==> config.mk <==
export PLATFORM = sky130hd
export DESIGN_NAME = toy_bpu_btb_entry_buffer_flat
export DESIGN_NICKNAME = d
export VERILOG_FILES = /design/src/rtl/toy_bpu_btb_entry_buffer_if.sv /design/src/rtl/toy_bpu_btb_entry_buffer.sv /design/src/flat_wrapper.sv
export SDC_FILE = /design/constraint.sdc
export NUM_CORES = 1
export LEC_CHECK = 0
export ABC_AREA = 1
export CORE_ASPECT_RATIO = 0.9
export CORE_MARGIN = 8
export CORE_UTILIZATION = 50
export CTS_CLUSTER_DIAMETER = 60
export CTS_CLUSTER_SIZE = 20
export DETAILED_ROUTE_END_ITERATION = 8
export PLACE_DENSITY = 0.88
export SETUP_SLACK_MARGIN = 0.02
export SYNTH_ARGS = -nofsm -noshare
export SYNTH_HDL_FRONTEND = slang
export SYNTH_SLANG_ARGS = --single-unit
==> constraint.sdc <==
create_clock -name clk -period 4.2 [get_ports clk]
set_clock_uncertainty 0.05 [all_clocks]
set_input_delay 0.84 -clock clk [delete_from_list [all_inputs] [get_ports clk]]
set_output_delay 0.84 -clock clk [all_outputs]
set_load 0.005 [all_outputs]
==> src/rtl/toy_bpu_btb_entry_buffer_if.sv <==
// toy_bpu_btb_entry_buffer_if: payload type plus the alloc, drain and bypass bundle of the BTB entry buffer.
package btb_entry_buffer_pkg;
    typedef struct packed {
        logic [7:0]  index;
        logic [11:0] tag;
        logic [31:0] entry;
        logic [1:0]  way_hit;
        logic        real_taken;
    } btb_entry_t;
endpackage

interface toy_bpu_btb_entry_buffer_if #(
    parameter int ENTRY_BUFFER_NUM       = 4,
    parameter int ENTRY_BUFFER_PTR_WIDTH = $clog2(ENTRY_BUFFER_NUM)
);
    import btb_entry_buffer_pkg::*;
    logic                                alloc_vld;
    btb_entry_t                          alloc_pld;
    logic                                btb_update_vld;
    logic                                btb_update_rdy;
    btb_entry_t                          btb_update_pld;
    btb_entry_t [ENTRY_BUFFER_NUM-1:0]   entry_buffer_pld;
    logic [ENTRY_BUFFER_PTR_WIDTH:0]     entry_buffer_ptr;
    logic [ENTRY_BUFFER_NUM-1:0]         entry_buffer_ena;
    logic                                drop_pulse;
    logic [ENTRY_BUFFER_PTR_WIDTH:0]     pending_cnt;
    modport master (
        output alloc_vld, alloc_pld, btb_update_vld,
        input  btb_update_rdy, btb_update_pld, entry_buffer_pld, entry_buffer_ptr,
               entry_buffer_ena, drop_pulse, pending_cnt
    );
    modport slave (
        input  alloc_vld, alloc_pld, btb_update_vld,
        output btb_update_rdy, btb_update_pld, entry_buffer_pld, entry_buffer_ptr,
               entry_buffer_ena, drop_pulse, pending_cnt
    );
endinterface

==> src/rtl/toy_bpu_btb_entry_buffer.sv <==
// toy_bpu_btb_entry_buffer: circular pending-update buffer that coalesces, drops oldest on overflow
// and drains oldest first into BTB write slots.
module toy_bpu_btb_entry_buffer
    import btb_entry_buffer_pkg::*;
#(
    parameter int ENTRY_BUFFER_NUM       = 4,
    parameter int ENTRY_BUFFER_PTR_WIDTH = $clog2(ENTRY_BUFFER_NUM)
) (
    input logic                        clk,
    input logic                        rst_n,
    toy_bpu_btb_entry_buffer_if.slave  bus
);
    localparam int N  = ENTRY_BUFFER_NUM;
    localparam int PW = ENTRY_BUFFER_PTR_WIDTH;

    logic [PW:0]            wr_ptr_q, wr_ptr_d, rd_ptr_q, rd_ptr_d;
    logic [N-1:0]           ena_q, ena_d, match, coal;
    btb_entry_t [N-1:0]     slot_q, slot_d;
    logic                   drop_q, drop_d;
    logic                   empty, full, drain;
    logic [PW-1:0]          wr_idx, rd_idx;

    assign wr_idx = wr_ptr_q[PW-1:0];
    assign rd_idx = rd_ptr_q[PW-1:0];
    assign empty  = wr_ptr_q == rd_ptr_q;
    assign full   = (wr_idx == rd_idx) && (wr_ptr_q[PW] != rd_ptr_q[PW]);
    assign drain  = bus.btb_update_vld && !empty;

    // A slot leaving through the drain port this cycle cannot absorb a coalesce.
    always_comb begin
        match = '0;
        coal  = '0;
        for (int i = 0; i < N; i++) begin
            match[i] = ena_q[i] && slot_q[i].index == bus.alloc_pld.index && slot_q[i].tag == bus.alloc_pld.tag;
            coal[i]  = match[i] && !(drain && rd_idx == PW'(i));
        end
    end

    always_comb begin
        wr_ptr_d = wr_ptr_q;
        rd_ptr_d = rd_ptr_q;
        ena_d    = ena_q;
        slot_d   = slot_q;
        drop_d   = 1'b0;
        if (drain) begin
            ena_d[rd_idx] = 1'b0;
            rd_ptr_d      = rd_ptr_q + (PW+1)'(1);
        end
        if (bus.alloc_vld) begin
            if (|coal) begin
                for (int i = 0; i < N; i++)
                    if (coal[i]) slot_d[i] = bus.alloc_pld;
            end else begin
                slot_d[wr_idx] = bus.alloc_pld;
                ena_d[wr_idx]  = 1'b1;
                wr_ptr_d       = wr_ptr_q + (PW+1)'(1);
                if (full && !drain) begin
                    rd_ptr_d = rd_ptr_q + (PW+1)'(1);
                    drop_d   = 1'b1;
                end
            end
        end
    end

    always_ff @(posedge clk or negedge rst_n) begin
        if (!rst_n) begin
            wr_ptr_q <= '0;
            rd_ptr_q <= '0;
            ena_q    <= '0;
            slot_q   <= '0;
            drop_q   <= 1'b0;
        end else begin
            wr_ptr_q <= wr_ptr_d;
            rd_ptr_q <= rd_ptr_d;
            ena_q    <= ena_d;
            slot_q   <= slot_d;
            drop_q   <= drop_d;
        end
    end

    assign bus.btb_update_rdy   = drain;
    assign bus.btb_update_pld   = slot_q[rd_idx];
    assign bus.entry_buffer_pld = slot_q;
    assign bus.entry_buffer_ptr = wr_ptr_q;
    assign bus.entry_buffer_ena = ena_q;
    assign bus.drop_pulse       = drop_q;
    assign bus.pending_cnt      = wr_ptr_q - rd_ptr_q;
endmodule
==> src/flat_wrapper.sv <==
// flat-port wrapper written by rule: the top's interface ports become plain ports
module toy_bpu_btb_entry_buffer_flat import btb_entry_buffer_pkg::*;
#(
    parameter int ENTRY_BUFFER_NUM       = 4,
    parameter int ENTRY_BUFFER_PTR_WIDTH = $clog2(ENTRY_BUFFER_NUM)
)
  (clk, rst_n, bus_alloc_vld, bus_alloc_pld, bus_btb_update_vld, bus_btb_update_rdy, bus_btb_update_pld, bus_entry_buffer_pld, bus_entry_buffer_ptr, bus_entry_buffer_ena, bus_drop_pulse, bus_pending_cnt);
  toy_bpu_btb_entry_buffer_if #(.ENTRY_BUFFER_NUM(ENTRY_BUFFER_NUM), .ENTRY_BUFFER_PTR_WIDTH(ENTRY_BUFFER_PTR_WIDTH)) bus_i ();
  input logic clk;
  input logic rst_n;
  input wire logic [$bits(bus_i.alloc_vld)-1:0] bus_alloc_vld;
  input wire logic [$bits(bus_i.alloc_pld)-1:0] bus_alloc_pld;
  input wire logic [$bits(bus_i.btb_update_vld)-1:0] bus_btb_update_vld;
  output wire logic [$bits(bus_i.btb_update_rdy)-1:0] bus_btb_update_rdy;
  output wire logic [$bits(bus_i.btb_update_pld)-1:0] bus_btb_update_pld;
  output wire logic [$bits(bus_i.entry_buffer_pld)-1:0] bus_entry_buffer_pld;
  output wire logic [$bits(bus_i.entry_buffer_ptr)-1:0] bus_entry_buffer_ptr;
  output wire logic [$bits(bus_i.entry_buffer_ena)-1:0] bus_entry_buffer_ena;
  output wire logic [$bits(bus_i.drop_pulse)-1:0] bus_drop_pulse;
  output wire logic [$bits(bus_i.pending_cnt)-1:0] bus_pending_cnt;
  assign bus_i.alloc_vld = bus_alloc_vld;
  assign bus_i.alloc_pld = bus_alloc_pld;
  assign bus_i.btb_update_vld = bus_btb_update_vld;
  assign bus_btb_update_rdy = bus_i.btb_update_rdy;
  assign bus_btb_update_pld = bus_i.btb_update_pld;
  assign bus_entry_buffer_pld = bus_i.entry_buffer_pld;
  assign bus_entry_buffer_ptr = bus_i.entry_buffer_ptr;
  assign bus_entry_buffer_ena = bus_i.entry_buffer_ena;
  assign bus_drop_pulse = bus_i.drop_pulse;
  assign bus_pending_cnt = bus_i.pending_cnt;
  toy_bpu_btb_entry_buffer #(.ENTRY_BUFFER_NUM(ENTRY_BUFFER_NUM), .ENTRY_BUFFER_PTR_WIDTH(ENTRY_BUFFER_PTR_WIDTH)) u_core (.clk(clk), .rst_n(rst_n), .bus(bus_i));
endmodule
# Yosys cells after proc, flatten, opt, wreduce, memory -nomap -nowiden
# Cells that the tools add are included.
dict set report word_totals {
  word_cells 111
  reg_bits 231
  out_inout_bits 287
  inputBits 59
}
dict set report op_classes {
  eq_ne 18
  magnitude_cmp 4
  addsub 3
  reduce_logical 34
  muxes 24
  bitwise_logic 4
}
# op count
set ops {}
lappend ops {{$mux W55} 6}
lappend ops {{$bwmux W220} 1}
lappend ops {{$mux W220} 1}
lappend ops {{$bmux W55 S2} 1}
lappend ops {{$demux W55 S2} 1}
lappend ops {{$eq A12 B12 Y1} 4}
lappend ops {{$eq A8 B8 Y1} 4}
lappend ops {{$logic_and A1 B1 Y1} 21}
lappend ops {{$mux W3} 4}
lappend ops {{$mux W4} 3}
lappend ops {{$reduce_and A2 Y1} 5}
lappend ops {{$ne A2 B1 Y1 const B} 4}
lappend ops {{$add A3 B1 Y3 const B} 2}
lappend ops {{$logic_not A1 Y1} 6}
lappend ops {{$lt A2 B3 Y1 const B} 2}
lappend ops {{$mux W1} 5}
lappend ops {{$and A4 B4 Y4} 1}
lappend ops {{$demux W1 S2} 2}
lappend ops {{$eq A2 B2 Y1 const B} 2}
lappend ops {{$ge A2 B1 Y1 const B} 2}
lappend ops {{$not A4 Y4} 1}
lappend ops {{$or A4 B4 Y4} 1}
lappend ops {{$reduce_or A4 Y1} 1}
lappend ops {{$eq A3 B3 Y1} 1}
lappend ops {{6 further kinds} 6}

# Longest topological paths before layout
# Gate-level depths: netlist of run 1.
dict set report depth {
  ltp_word 10
  mapped_depth 19
  mapped_depth_nobuf 15
}

# Worst setup path after synthesis of run 1
# Ideal clock, no wire load.
dict set report synth_path {
  path_type {reg-to-reg}
  from {register u_core.rd_ptr_q[1]}
  to {register u_core.slot_q, in the netlist u_core.bus.entry_buffer_pld[190]}
  setup_ns 0.117
  period_less_slack_ns 2.866
  t_required_ns 4.033
  path_buffers 5
  arrival_time_ns 2.699
  setup_slack_ns 1.334
  stages_incl_launch_ff 20
  cell_sequence {dfrtp_1 clkbuf_1 inv_1 clkbuf_1 clkbuf_1 ha_1 nand2_1 inv_1 nand3_4 nand3_2 inv_2 nor2_1 nand3_1 nand2_2 nor2_8 nand3_4 buf_6 buf_6 nand3_1 nand2_1}
}
dict set report synth_via {
  elab_chain_len 9
  word_cells_on_any_way 23
  classes_between {eq/ne (5); mux (1); reduce/logical (17)}
}
# element line
set synth_rtl {}
lappend synth_rtl {{start: declaration} toy_bpu_btb_entry_buffer.sv:16} ;# logic [PW:0] wr_ptr_q, wr_ptr_d, rd_ptr_q, rd_ptr_d;
lappend synth_rtl {{start signal: assignment} toy_bpu_btb_entry_buffer.sv:74} ;# rd_ptr_q <= rd_ptr_d;
lappend synth_rtl {{$eq A3 B3 Y1} toy_bpu_btb_entry_buffer.sv:25} ;# assign empty = wr_ptr_q == rd_ptr_q;
lappend synth_rtl {{$logic_not A1 Y1} toy_bpu_btb_entry_buffer.sv:27} ;# assign drain = bus.btb_update_vld && !empty;
lappend synth_rtl {{$logic_and A1 B1 Y1} toy_bpu_btb_entry_buffer.sv:27}
lappend synth_rtl {{$logic_and A1 B1 Y1} toy_bpu_btb_entry_buffer.sv:35} ;# coal[i] = match[i] && !(drain && rd_idx == PW'(i));
lappend synth_rtl {{$logic_not A1 Y1} toy_bpu_btb_entry_buffer.sv:35}
lappend synth_rtl {{$logic_and A1 B1 Y1} toy_bpu_btb_entry_buffer.sv:35}
lappend synth_rtl {{$reduce_or A4 Y1} toy_bpu_btb_entry_buffer.sv:50} ;# if (|coal) begin
lappend synth_rtl {{$ne A2 B1 Y1 (no source line)} --}
lappend synth_rtl {{$reduce_and A2 Y1 (no source line)} --}
lappend synth_rtl {{end signal: assignment} toy_bpu_btb_entry_buffer.sv:76} ;# slot_q <= slot_d;
lappend synth_rtl {{end: declaration} toy_bpu_btb_entry_buffer.sv:18} ;# btb_entry_t [N-1:0] slot_q, slot_d;
# Several ways; a longest one is shown, not always the timed one.
# A chain may end at the register's enable or synchronous reset.

# Worst setup path after layout of run 1
dict set report layout_path {
  from {register u_core.rd_ptr_q[0]}
  to {output bus_btb_update_pld[28]}
}
dict set report layout_via {
  elab_chain_len 2
}
# element line
set layout_rtl {}
lappend layout_rtl {{$bmux W55 S2} toy_bpu_btb_entry_buffer.sv:82} ;# assign bus.btb_update_pld = slot_q[rd_idx];
lappend layout_rtl {{$mux W55 (not written as such)} toy_bpu_btb_entry_buffer.sv:82}
lappend layout_rtl {{end: declaration} flat_wrapper.sv:15} ;# output wire logic [$bits(bus_i.btb_update_pld)-1:0] bus_btb_update_pld;
# Every way passes these cells. The select of a mux whose other input is x is not followed.

==> key figures, run 1 <==
Timing
  – # setup viols final: 0
  – Fin crit period: 3.988 ns
  – Fmax: 250.7 MHz
  – TNS Setup: 0 ns
  – Max-slew violations: 0
  – Hold Fails Final Rpt: 0
  – Worst rel slew slack: 40.06%
  – Slew @ Worst Pin: ~0.9 ns
  – Tcrit/Tclk final: a little over nine tenths
  – RSZ-0062 raised after global routing: false

Power and ir drop
  – Maximum vdd drop: 0.0005993 V
  – Switching Share: 45.66%
  – Internal: 8.629 mW
  – PD cells: 829.0 nW/um^2
  – Psw: 7.251 mW
  – Seq pwr share: a little under a third
  – Lkg Pwr: 10.94 nW
  – Clock power frac: 12.2%
  – Comb power frac: between 50% and 60%

Cells and area
  – Fill count: 2,672
  – Area grow syn2layout: 26.89%
  – Multi-input gate area: 7151 um^2
  – Final nets: ~2,700
  – Register area: 5784 um^2
  – Share of cells above drive strength 1: 4.189%
  – Cell Count, Final, Fillers Out: 3,007

Synth
  – Area contributors post-synth: dfrtp_1 (38%), nand2_1 (24%), nand3_1 (8.0%)
  – Register area share after synthesis: 38.29%
  – Mapped Cells: 2,341
  – Post-synth cell types: 30
  – Cell Area, Synth: 15,100 um^2
  – Leading area contributor after synthesis: dfrtp_1
  – Share of the synthesized area in the top cell type: between 30% and 40%
  – Yosys Warn Count: 0
  – Synth async-reset ratio: 100.0%
  – Synth cell count leaders: nand2_1 (954), inv_1 (317), nand3_1 (242)
  – Dominant synthesized flop cell: dfrtp_1
  – Synthesized flop and latch total: approximately 230
  – Syn Area/Cell: 6.448 um^2
  – Number of flops mapped to enable cells by yosys: 0
  – Count leader, synth: nand2_1
  – Syn nets: 2,411

Critical path
  – Slowest CP cell: dfrtp_4
  – Worst Path Required: 3.31 ns
  – Critical R2R Capture: u_core.bus.entry_buffer_pld[201]
  – Critical Path AT: 3.10 ns
  – Flop2flop setup slack: just over 0.6 ns
  – R2R depth: 12
  – RR Startpoint: u_core.rd_ptr_q[0]
  – CP startpoint: u_core.rd_ptr_q[0]
  – Crit path largest cell delay: just under 0.7 ns
  – Setup CP Type: reg -> out
  – Worst setup EP type: output port
  – Startpoint types: flop
  – Largest fanout on the critical path: 59
  – Crit path to: bus_btb_update_pld[28]
  – Critical path, cell by cell: inv_4 -> buf_4 -> o21ai_0 -> o22ai_1 -> clkdlybuf4s50_1

Placement
  – Global placement routability congestion: between 0.9 and 1
  – HPWL Detailed: 43,540 um
  – Port bufs: about 350
  – Inst Count DP: 2,972

Floorplanning
  – Die width: 199.2 um
  – Initial Utilization: 50.65%
  – Die ar.: 36,020 um^2
  – Core box area: 29,800 um^2
  – Die H: 180.8 um
  – Rows: 60
  – Ports: roughly 350

Run status
  – Status: completed

Clock network
  – H-tree levels: 1
  – Clk buf depth: 3
  – PostCTS Resize Cnt: 0
  – CTS tree: built
  – Cts hold-fix bufs: 0
  – Postcts setup bufs: 0
  – Worst-path clk slew: ~0.090 ns
  – Clk_lat worst skew: 0.52 ns
  – CTS sink cnt: between 200 and 250
  – Clock buffer count from CTS: 19
  – Clock root buffer master: clkbuf_16

Global routing
  – Total global routing overflow: 0
  – Vias in the first global route: between 15,000 and 20,000
  – Antenna violations before repair: 2
  – First-pass GRT wire length: a little under 100,000 um
  – Largest net degree at the start of global routing: approximately 110
  – Total GRT Usage: 34.03%

Routing
  – DR WL/cell: approximately 21 um
  – DR iter-0 viols: 1,813
  – Drt total wl: 63,330 um
  – Post-route ant nets: 0
  – DRT Pass-1 Iters: 6
  – Drt drc: 0
  – Via count: 16,820
  – Via density: 5.594

Worst hold path
  – Worst min path class: in -> async

Run
  – Max-cap viol count: 0
[final cells by class]
class	count	share of cell area [%]
multi-input combinational	1628	37.33
tap	403	2.632
clock inverter	10	0.6728
antenna	2	0.02613
inverter	337	6.617
clock buffer	23	2.717
timing repair buffer	373	19.81
sequential	231	30.20
[per-layer routing]
| metal | up-vias | global-route usage, % | part of all wire, % |
|---|---|---|---|
| met5 | - | 0 | 0 |
| met4 | 0 | 16.09 | 5.1 |
| met3 | 204 | 6.409 | 11 |
| met2 | 1111 | 54.09 | 45 |
| met1 | 7865 | 44.08 | 39 |
| li1 | 7640 | - | - |
[how the worst min path moves through the flow]
stage | startpoint | to | slack, ns | cells after the start
6_report | rst_n | u_core.bus.entry_buffer_pld[86] | 0.29 | 1
5_1_grt | rst_n | u_core.bus.entry_buffer_pld[86] | 0.36 | 1
4_1_cts | rst_n | u_core.bus.entry_buffer_pld[86] | 0.35 | 1
3_5_place_dp | u_core.bus.entry_buffer_pld[125] | u_core.bus.entry_buffer_pld[125] | 0.46 | 2
3_3_place_gp | u_core.bus.entry_buffer_pld[131] | u_core.bus.entry_buffer_pld[131] | 0.46 | 2
2_1_floorplan | u_core.bus.entry_buffer_ena[0] | u_core.bus.entry_buffer_ena[0] | 0.46 | 2
[cells by family (layout without fill, tap and decap cells)]
group	after synthesis	after routing	synth area share [%]
compound gates	192	192	6.656
xor+xnor	13	13	0.7543
fa+ha+maj	11	11	0.9615
buf+inv	482	743	14.34
flops	231	231	38.29
other cells	0	2	0
simple gates	1412	1412	39.00
[power by group through the flow]
stage | Sequential (mW) | Clock [mW] | Combinational (mW)
floorplan | 4.28 | 0 | 4.33
global placement | 4.70 | 0 | 8.84
detailed placement | 4.73 | 0 | 9.07
CTS | 4.72 | 1.94 | 9.13
global route | 4.89 | 2.01 | 9.94
finish | 4.79 | 1.94 | 9.15
[worst max-delay path: cells and delay by family, from the launching register on]
family          cells  cell delay (ns)
flops               1             0.69
compound gates      2             0.34
buf+inv             3             1.51
[state kept, by name (all words and copies together), names as in the netlist]
name	flops
u_core.bus.entry_buffer_ptr	3
u_core.bus.entry_buffer_pld	220
u_core.rd_ptr_q	3
u_core.bus.drop_pulse	1
u_core.bus.entry_buffer_ena	4
[per-stage QoR]
stage                     worst slack (ns)  util [%]  area [um^2]  power [mW]  hold slack, ns
after floorplan                      1.334         -        15100       8.606          0.4623
after global routing                0.1013     64.27        19150       16.84          0.3630
after detailed placement            0.3068     62.07        18500       13.80          0.4634
after global placement              0.3263     62.07        18500       13.54          0.4597
final                               0.2119     64.27        19150       15.88          0.2888
after CTS                           0.1964     64.25        19150       15.78          0.3476
[cell usage in the layout, fill, tap and decap left out, types with 2 or more instances in the layout]
| master | count |
|---|---|
| clkbuf_8 | 3 |
| o21ai_0 | 94 |
| nor2_1 | 169 |
| nor2_4 | 2 |
| nand2_1 | 954 |
| nand3b_1 | 3 |
| o21ai_1 | 5 |
| buf_12 | 10 |
| nand2_4 | 4 |
| inv_6 | 3 |
| clkdlybuf4s50_1 | 344 |
| xnor2_1 | 9 |
| nand4_1 | 16 |
| nand3_4 | 9 |
| buf_4 | 18 |
| inv_12 | 2 |
| a21oi_1 | 58 |
| o22ai_1 | 35 |
| diode_2 | 2 |
| xor2_1 | 4 |
| nand2_2 | 4 |
| ha_1 | 10 |
| clkinvlp_4 | 2 |
| inv_2 | 21 |
| inv_1 | 315 |
| dfrtp_1 | 230 |
| clkbuf_16 | 19 |
| nand3_1 | 242 |
| nand3_2 | 5 |
Note: power is estimated with default switching activity, not from simulation.
==> run 2, diff against run 1 <==
--- a/config.mk
+++ b/config.mk
@@ -16,2 +16,4 @@
 export SETUP_SLACK_MARGIN = 0.02
+export SKIP_LAST_GASP = 1
+export SLEW_MARGIN = 30
 export SYNTH_ARGS = -nofsm -noshare
==> constraint.sdc (replaced) <==
create_clock -name clk -period 4.2 [get_ports clk]
set_clock_uncertainty 0.05 [all_clocks]
set_input_delay 0.42 -clock clk [delete_from_list [all_inputs] [get_ports clk]]
set_output_delay 0.42 -clock clk [all_outputs]
set_load 0.005 [all_outputs]
==> key figures, run 2 (synthesis results as in run 1) <==
Run status
  – Status: completed

Placement
  – Inst Count DP: 2,962 (-0.34%)
  – HPWL Detailed: 42,030 um (-3.5%)
  – Area after DPL: 18,350 um^2 (-0.84%)
  – Pre-CTS WS: 0.5617 ns (+0.2548 ns)
  – Port bufs: 345 (unchanged)
  – Global placement routability congestion: 1.009 (+7.0%)

Timing
  – # setup viols final: 0 (unchanged)
  – Fin Hold WS: 0.3471 ns (+0.05835 ns)
  – Worst rel slew slack: 40.94% (+0.88 points)
  – Hold Fails Final Rpt: 0 (unchanged)
  – Tcrit/Tclk final: 85.79% (-9.2 points)
  – Max-slew violations: 0 (unchanged)
  – TNS Setup: 0 ns (unchanged)
  – RSZ-0062 raised after global routing: false
  – Fin crit period: 3.603 ns (-0.3851 ns)
  – Slew @ Worst Pin: 0.8859 ns (-0.01316 ns)
  – Fmax: 277.5 MHz (+11%)
  – Final setup margin: 0.5970 ns (+0.3851 ns)

Cells and area
  – Most frequent cells in the layout: nand2_1 (954), clkdlybuf4s50_1 (344), inv_1 (315)
  – Fin area: 19,040 um^2 (-0.57%)
  – Largest register FFs: 220 (unchanged)
  – Cell Count, Final, Fillers Out: 3,001 (-0.20%)
  – Final nets: 2,652 (-0.30%)
  – Final core occ: 63.90% (-0.37 points)
  – Leading cell type in the layout, fill and taps excluded: nand2_1
  – Area grow syn2layout: 26.16%
  – Share of cells above drive strength 1: 3.814% (-0.38 points)

Global routing
  – Antenna violations before repair: 2 (unchanged)
  – Vias in the first global route: 16,690 (+1.1%)
  – Total global routing overflow: 0 (unchanged)
  – Largest net degree at the start of global routing: 88 (-19%)
  – Total GRT Usage: 33.37% (-0.66 points)
  – First-pass GRT wire length: 95,130 um (-1.2%)

Floorplanning
  – Ports: 346 (unchanged)
  – Rows: 60 (unchanged)
  – Initial Utilization: 50.65% (unchanged)
  – Core box area: 29,800 um^2 (unchanged)
  – Die H: 180.8 um (unchanged)
  – Die ar.: 36,020 um^2 (unchanged)
  – Die width: 199.2 um (unchanged)

Critical path
  – Crit path largest cell delay: 0.80 ns (+0.11 ns)
  – Worst path most repeated cell: nand2_1
  – Slowest CP cell: nand2_4
  – Setup CP Type: reg -> reg
  – Critical Path AT: 4.01 ns (+0.91 ns)
  – Worst Path Required: 4.61 ns (+1.30 ns)
  – Startpoint types: flop
  – Critical path, cell by cell: ha_1 -> nand2_1 -> inv_1 -> nand3_4 -> nand3_2 -> inv_1 -> nor2_1 -> nand3_1 -> nand2_2 -> nor2_8 -> nand3_4 -> nand2_4 -> nand2_1 -> nand2_1
  – Worst setup EP type: flop
  – Largest fanout on the critical path: 55 (-6.8%)

Power and ir drop
  – Lkg Pwr: 10.89 nW (-0.51%)
  – PD cells: 828.3 nW/um^2 (about the same)
  – Total Power: 15.78 mW (-0.66%)
  – Maximum vdd drop: 0.0005272 V (-12%)

Routing
  – Via density: 5.610 (+0.30%)
  – Drt drc: 0 (unchanged)
  – Drt total wl: 61,890 um (-2.3%)
  – Via count: 16,840 (+0.10%)
  – DRT Pass-1 Iters: 6 (unchanged)
  – Post-route ant nets: 0 (unchanged)
  – DR WL/cell: 20.62 um (-2.1%)
  – DR iter-0 viols: 1,796 (-0.94%)

Worst hold path
  – Worst min path class: in -> async

Clock network
  – Clock root buffer master: clkbuf_16
  – Worst-path clk slew: 0.08 ns (about the same)
  – CTS sink cnt: 231 (unchanged)
  – PostCTS Resize Cnt: 0 (unchanged)
  – Clock buffer count from CTS: 20 (+1)
  – Clk buf depth: 3 (unchanged)
  – H-tree levels: 1 (unchanged)
  – CTS tree: built
  – Clk_lat worst skew: 0.52 ns (about the same)

Run
  – Max-cap viol count: 0 (unchanged)
[run 2: cell count changes in the layout (fill, tap and decap cells not counted)]
cell,previous run,this run
buf_12,10,2
buf_4,18,15
clkbuf_1,1,4
clkbuf_16,19,21
clkbuf_8,3,1
inv_6,3,5
buf_16,0,1
clkinv_4,1,0
clkinvlp_4,2,1
dlygate4sd3_1,0,1
[run 2: worst paths after layout]
check                                                 start                               end  slack (ns)  cells after the start
max in group asynchronous                             rst_n   u_core.bus.entry_buffer_pld[61]        2.93                      3
max                                      u_core.rd_ptr_q[0]   u_core.bus.entry_buffer_pld[42]        0.60                     14
min in group clk           u_core.bus.entry_buffer_pld[113]  u_core.bus.entry_buffer_pld[113]        0.49                      2
max reg2reg                              u_core.rd_ptr_q[0]   u_core.bus.entry_buffer_pld[42]        0.60                     14
min                                                   rst_n   u_core.bus.entry_buffer_pld[86]        0.35                      2
min reg2reg                u_core.bus.entry_buffer_pld[113]  u_core.bus.entry_buffer_pld[113]        0.49                      2
[run 2: worst max-delay path: cells and delay by family (launching register included)]
family / cells / cell delay [ns]
fa+ha+maj: 1 / 0.35
buf+inv: 2 / 0.16
flops: 1 / 0.75
simple gates: 11 / 2.22
[run 2: cell type report]
type	count	area (um^2)
Clock buffer	26	554.3
Timing Repair Buffer	364	3649
Fill cell	2611	10760
Clock inverter	10	130.1
Tap cell	403	504.2
Sequential cell	231	5784
Antenna cell	2	5.005
Inverter	337	1267
Multi-Input combinational cell	1628	7151
[run 2: repair_timing]
| action | CTS | global route |
|---|---|---|
| hold buffers | 1 | 0 |
| hold endpoints to repair | 47 | 0 |
| endpoints found under the setup margin | 0 | 0 |
| setup buffers | 0 | 0 |
[run 2: where the power goes]
group          total (mW)  switching [mW]  internal, mW
combinational        8.98            4.72          4.26
clock                1.99           0.947          1.04
sequential           4.80            1.52          3.28
[run 2: metal layers]
metal	vias up	GRT usage, %	part of all wire [%]
li1	7610	-	-
met1	7966	42.10	38
met2	1067	53.70	46
met3	194	7.431	11
met4	0	15.47	4.6
met5	-	0	0
==> run 3, diff against run 2 <==
CORE_UTILIZATION = 47   (was 50)
PLACE_DENSITY = 0.87   (was 0.88)
REMOVE_ABC_BUFFERS = 1   (was unset)
clock period = 3.3 ns   (was 4.2 ns; I/O delays follow)
==> key figures, run 3 (synthesis results as in run 1) <==
Clock network
  – Postcts setup bufs: 0 (unchanged)
  – CTS sink cnt: 231 (unchanged)
  – Clk buf depth: 3 (unchanged)
  – Clk_lat worst skew: 0.54 ns (+0.02 ns)
  – Clock root buffer master: clkbuf_16
  – H-tree levels: 1 (unchanged)
  – Worst-path clk slew: 0.06 ns (-0.02 ns)
  – Clock buffer count from CTS: 23 (+15%)
  – CTS tree: built

Timing
  – Fin crit period: 3.170 ns
  – # setup viols final: 0 (unchanged)
  – Tcrit/Tclk final: between 90 and 100%
  – Final setup margin: 0.1296 ns (-0.4674 ns)
  – Hold Fails Final Rpt: 0 (unchanged)
  – Fmax: approximately 320 MHz
  – Max-slew violations: 0 (unchanged)
  – Worst rel slew slack: 46.98% (+6.0 points)
  – Slew @ Worst Pin: 0.7952 ns (-0.09066 ns)
  – RSZ-0062 raised after global routing: false

Critical path
  – Critical path, cell by cell: inv_4 -> buf_4 -> o21ai_0 -> o21ai_0 -> clkdlybuf4s50_1
  – Largest fanout on the critical path: 36 (-35%)
  – Slowest CP cell: clkdlybuf4s50_1
  – Worst Path Required: 2.92 ns (-1.69 ns)
  – Setup CP Type: reg -> out
  – Worst setup EP type: output port
  – Startpoint types: flop
  – Critical Path AT: 2.79 ns (-1.22 ns)
  – Crit path max-delay family: buffers and inverters
  – CP bufs+invs: 3 (+1)
  – Crit path largest cell delay: 0.60 ns (-0.20 ns)
  – Worst path most repeated cell: o21ai_0

Placement
  – HPWL Detailed: 44,880 um (+6.8%)
  – Global placement routability congestion: 1.022 (+1.3%)
  – Pre-CTS WS: 0.2233 ns (-0.3384 ns)
  – Port bufs: 345 (unchanged)

Routing
  – DR iter-0 viols: 1,761 (-1.9%)
  – DRT Pass-1 Iters: 6 (unchanged)
  – Via count: 16,880 (+0.23%)
  – Drt total wl: 62,460 um (+0.92%)
  – Via density: 5.522 (-1.6%)
  – DR WL/cell: 20.44 um (-0.90%)
  – Post-route ant nets: 0 (unchanged)
  – Drt drc: 0 (unchanged)

Cells and area
  – Final nets: 2,694 (+1.6%)
  – Antenna cell count: 0 (-2)
  – Leading cell type in the layout, fill and taps excluded: nand2_1
  – Multi-input gate area: 7151 um^2 (unchanged)
  – Area grow syn2layout: 30.00%
  – Share of cells above drive strength 1: 5.568% (+1.8 points)
  – Most frequent cells in the layout: nand2_1 (954), clkdlybuf4s50_1 (344), inv_1 (315)
  – Fill count: 2,834 (+8.5%)
  – Largest register FFs: 220 (unchanged)
  – Register area: 5786 um^2 (about the same)

Floorplanning
  – Rows: 62 (+3.3%)
  – Core box area: 31,810 um^2 (+6.7%)
  – Ports: 346 (unchanged)
  – Initial Utilization: 47.46% (-3.2 points)
  – Die H: 186.0 um (+2.9%)
  – Die width: 204.9 um (+2.9%)
  – Die ar.: 38,120 um^2 (+5.8%)

Global routing
  – Total GRT Usage: 32.14% (-1.2 points)
  – Largest net degree at the start of global routing: 98 (+11%)
  – First-pass GRT wire length: 96,480 um (+1.4%)
  – Total global routing overflow: 0 (unchanged)
  – Antenna violations before repair: 1 (-1)
  – Vias in the first global route: 16,730 (+0.22%)

Power and ir drop
  – Lkg Pwr: 11.18 nW (+2.7%)
  – Clock power frac: 13.6% (+1.0 points)
  – Total Power: 20.63 mW (+31%)
  – Maximum vdd drop: 0.0005455 V (+3.5%)
  – Seq pwr share: 29.3% (-1.1 points)
  – PD cells: 1051 nW/um^2 (+27%)
  – Psw: 9.239 mW (+28%)
  – Comb power frac: 57.1% (about the same)
  – Switching Share: 44.79% (-0.80 points)
  – Internal: 11.39 mW (+33%)

Run
  – Max-cap viol count: 0 (unchanged)

Worst hold path
  – Worst min path class: in -> async

Run status
  – Status: completed
[run 3: cell count changes in the layout (fill, tap and decap cells not counted), sizes merged]
| cell | previous run | this run |
|---|---|---|
| diode | 2 | 0 |
| clkinv | 1 | 5 |
| clkinvlp | 1 | 2 |
| clkbuf | 26 | 28 |
| buf | 19 | 58 |
| inv | 344 | 342 |
[run 3: final cells by class]
| cell class | count | share of cell area [%] |
|---|---|---|
| clock inverters | 13 | 0.7970 |
| repair buffers | 403 | 20.94 |
| flip-flops and latches | 231 | 29.48 |
| multi-input cells | 1628 | 36.44 |
| clock buffers | 28 | 3.233 |
| inverters | 337 | 6.459 |
| well taps | 416 | 2.652 |
[run 3: metal layers]
metal	vias to the layer above	track usage [%]	share of wire, %
li1	7698	-	-
met1	7914	42.68	40
met2	1091	51.81	46
met3	170	5.951	11
met4	2	11.91	3.7
met5	-	0	0.021
[run 3: final timing paths]
| path | start | end | slack, ns | cells past startpoint |
|---|---|---|---|---|
| setup / recovery | u_core.rd_ptr_q[0] | bus_btb_update_pld[41] | 0.13 | 5 |
| hold / removal | rst_n | u_core.bus.entry_buffer_pld[191] | 0.41 | 2 |
| setup reg to reg | u_core.rd_ptr_q[1] | u_core.bus.entry_buffer_pld[68] | 0.40 | 15 |
| hold reg to reg | u_core.bus.entry_buffer_pld[56] | u_core.bus.entry_buffer_pld[56] | 0.49 | 2 |
| max in group asynchronous | rst_n | u_core.bus.entry_buffer_pld[182] | 1.89 | 3 |
| min in group clk | bus_alloc_pld[13] | u_core.bus.entry_buffer_pld[123] | 0.45 | 5 |
[run 3: power by group through the flow]
stage          Clock (mW)  Sequential, mW  Combinational [mW]
3_3_place_gp            0            5.95                11.4
5_1_grt              2.91            6.19                12.9
4_1_cts              2.81            5.97                11.8
6_report             2.81            6.05                11.8
2_1_floorplan           0            5.56                4.88
3_5_place_dp            0            5.98                11.7
[run 3: timing repair]
| action | 4_1_cts | 5_1_grt |
|---|---|---|
| endpoints found under the hold margin | 94 | 0 |
| hold buffers | 1 | 0 |
| gates resized for setup | 0 | 0 |
[run 3: metrics by stage]
step	cells	utilization, %	hold slack, ns	area [um^2]	setup TNS, ns
6_report	3056	61.70	0.4091	19620	0
3_3_place_gp	3014	59.18	0.3771	18820	0
3_5_place_dp	3014	59.18	0.3824	18820	0
4_1_cts	3056	61.70	0.4184	19620	0
5_1_grt	3056	61.70	0.4756	19620	0
2_1_floorplan	2196	-	-0.01559	14200	-664.54
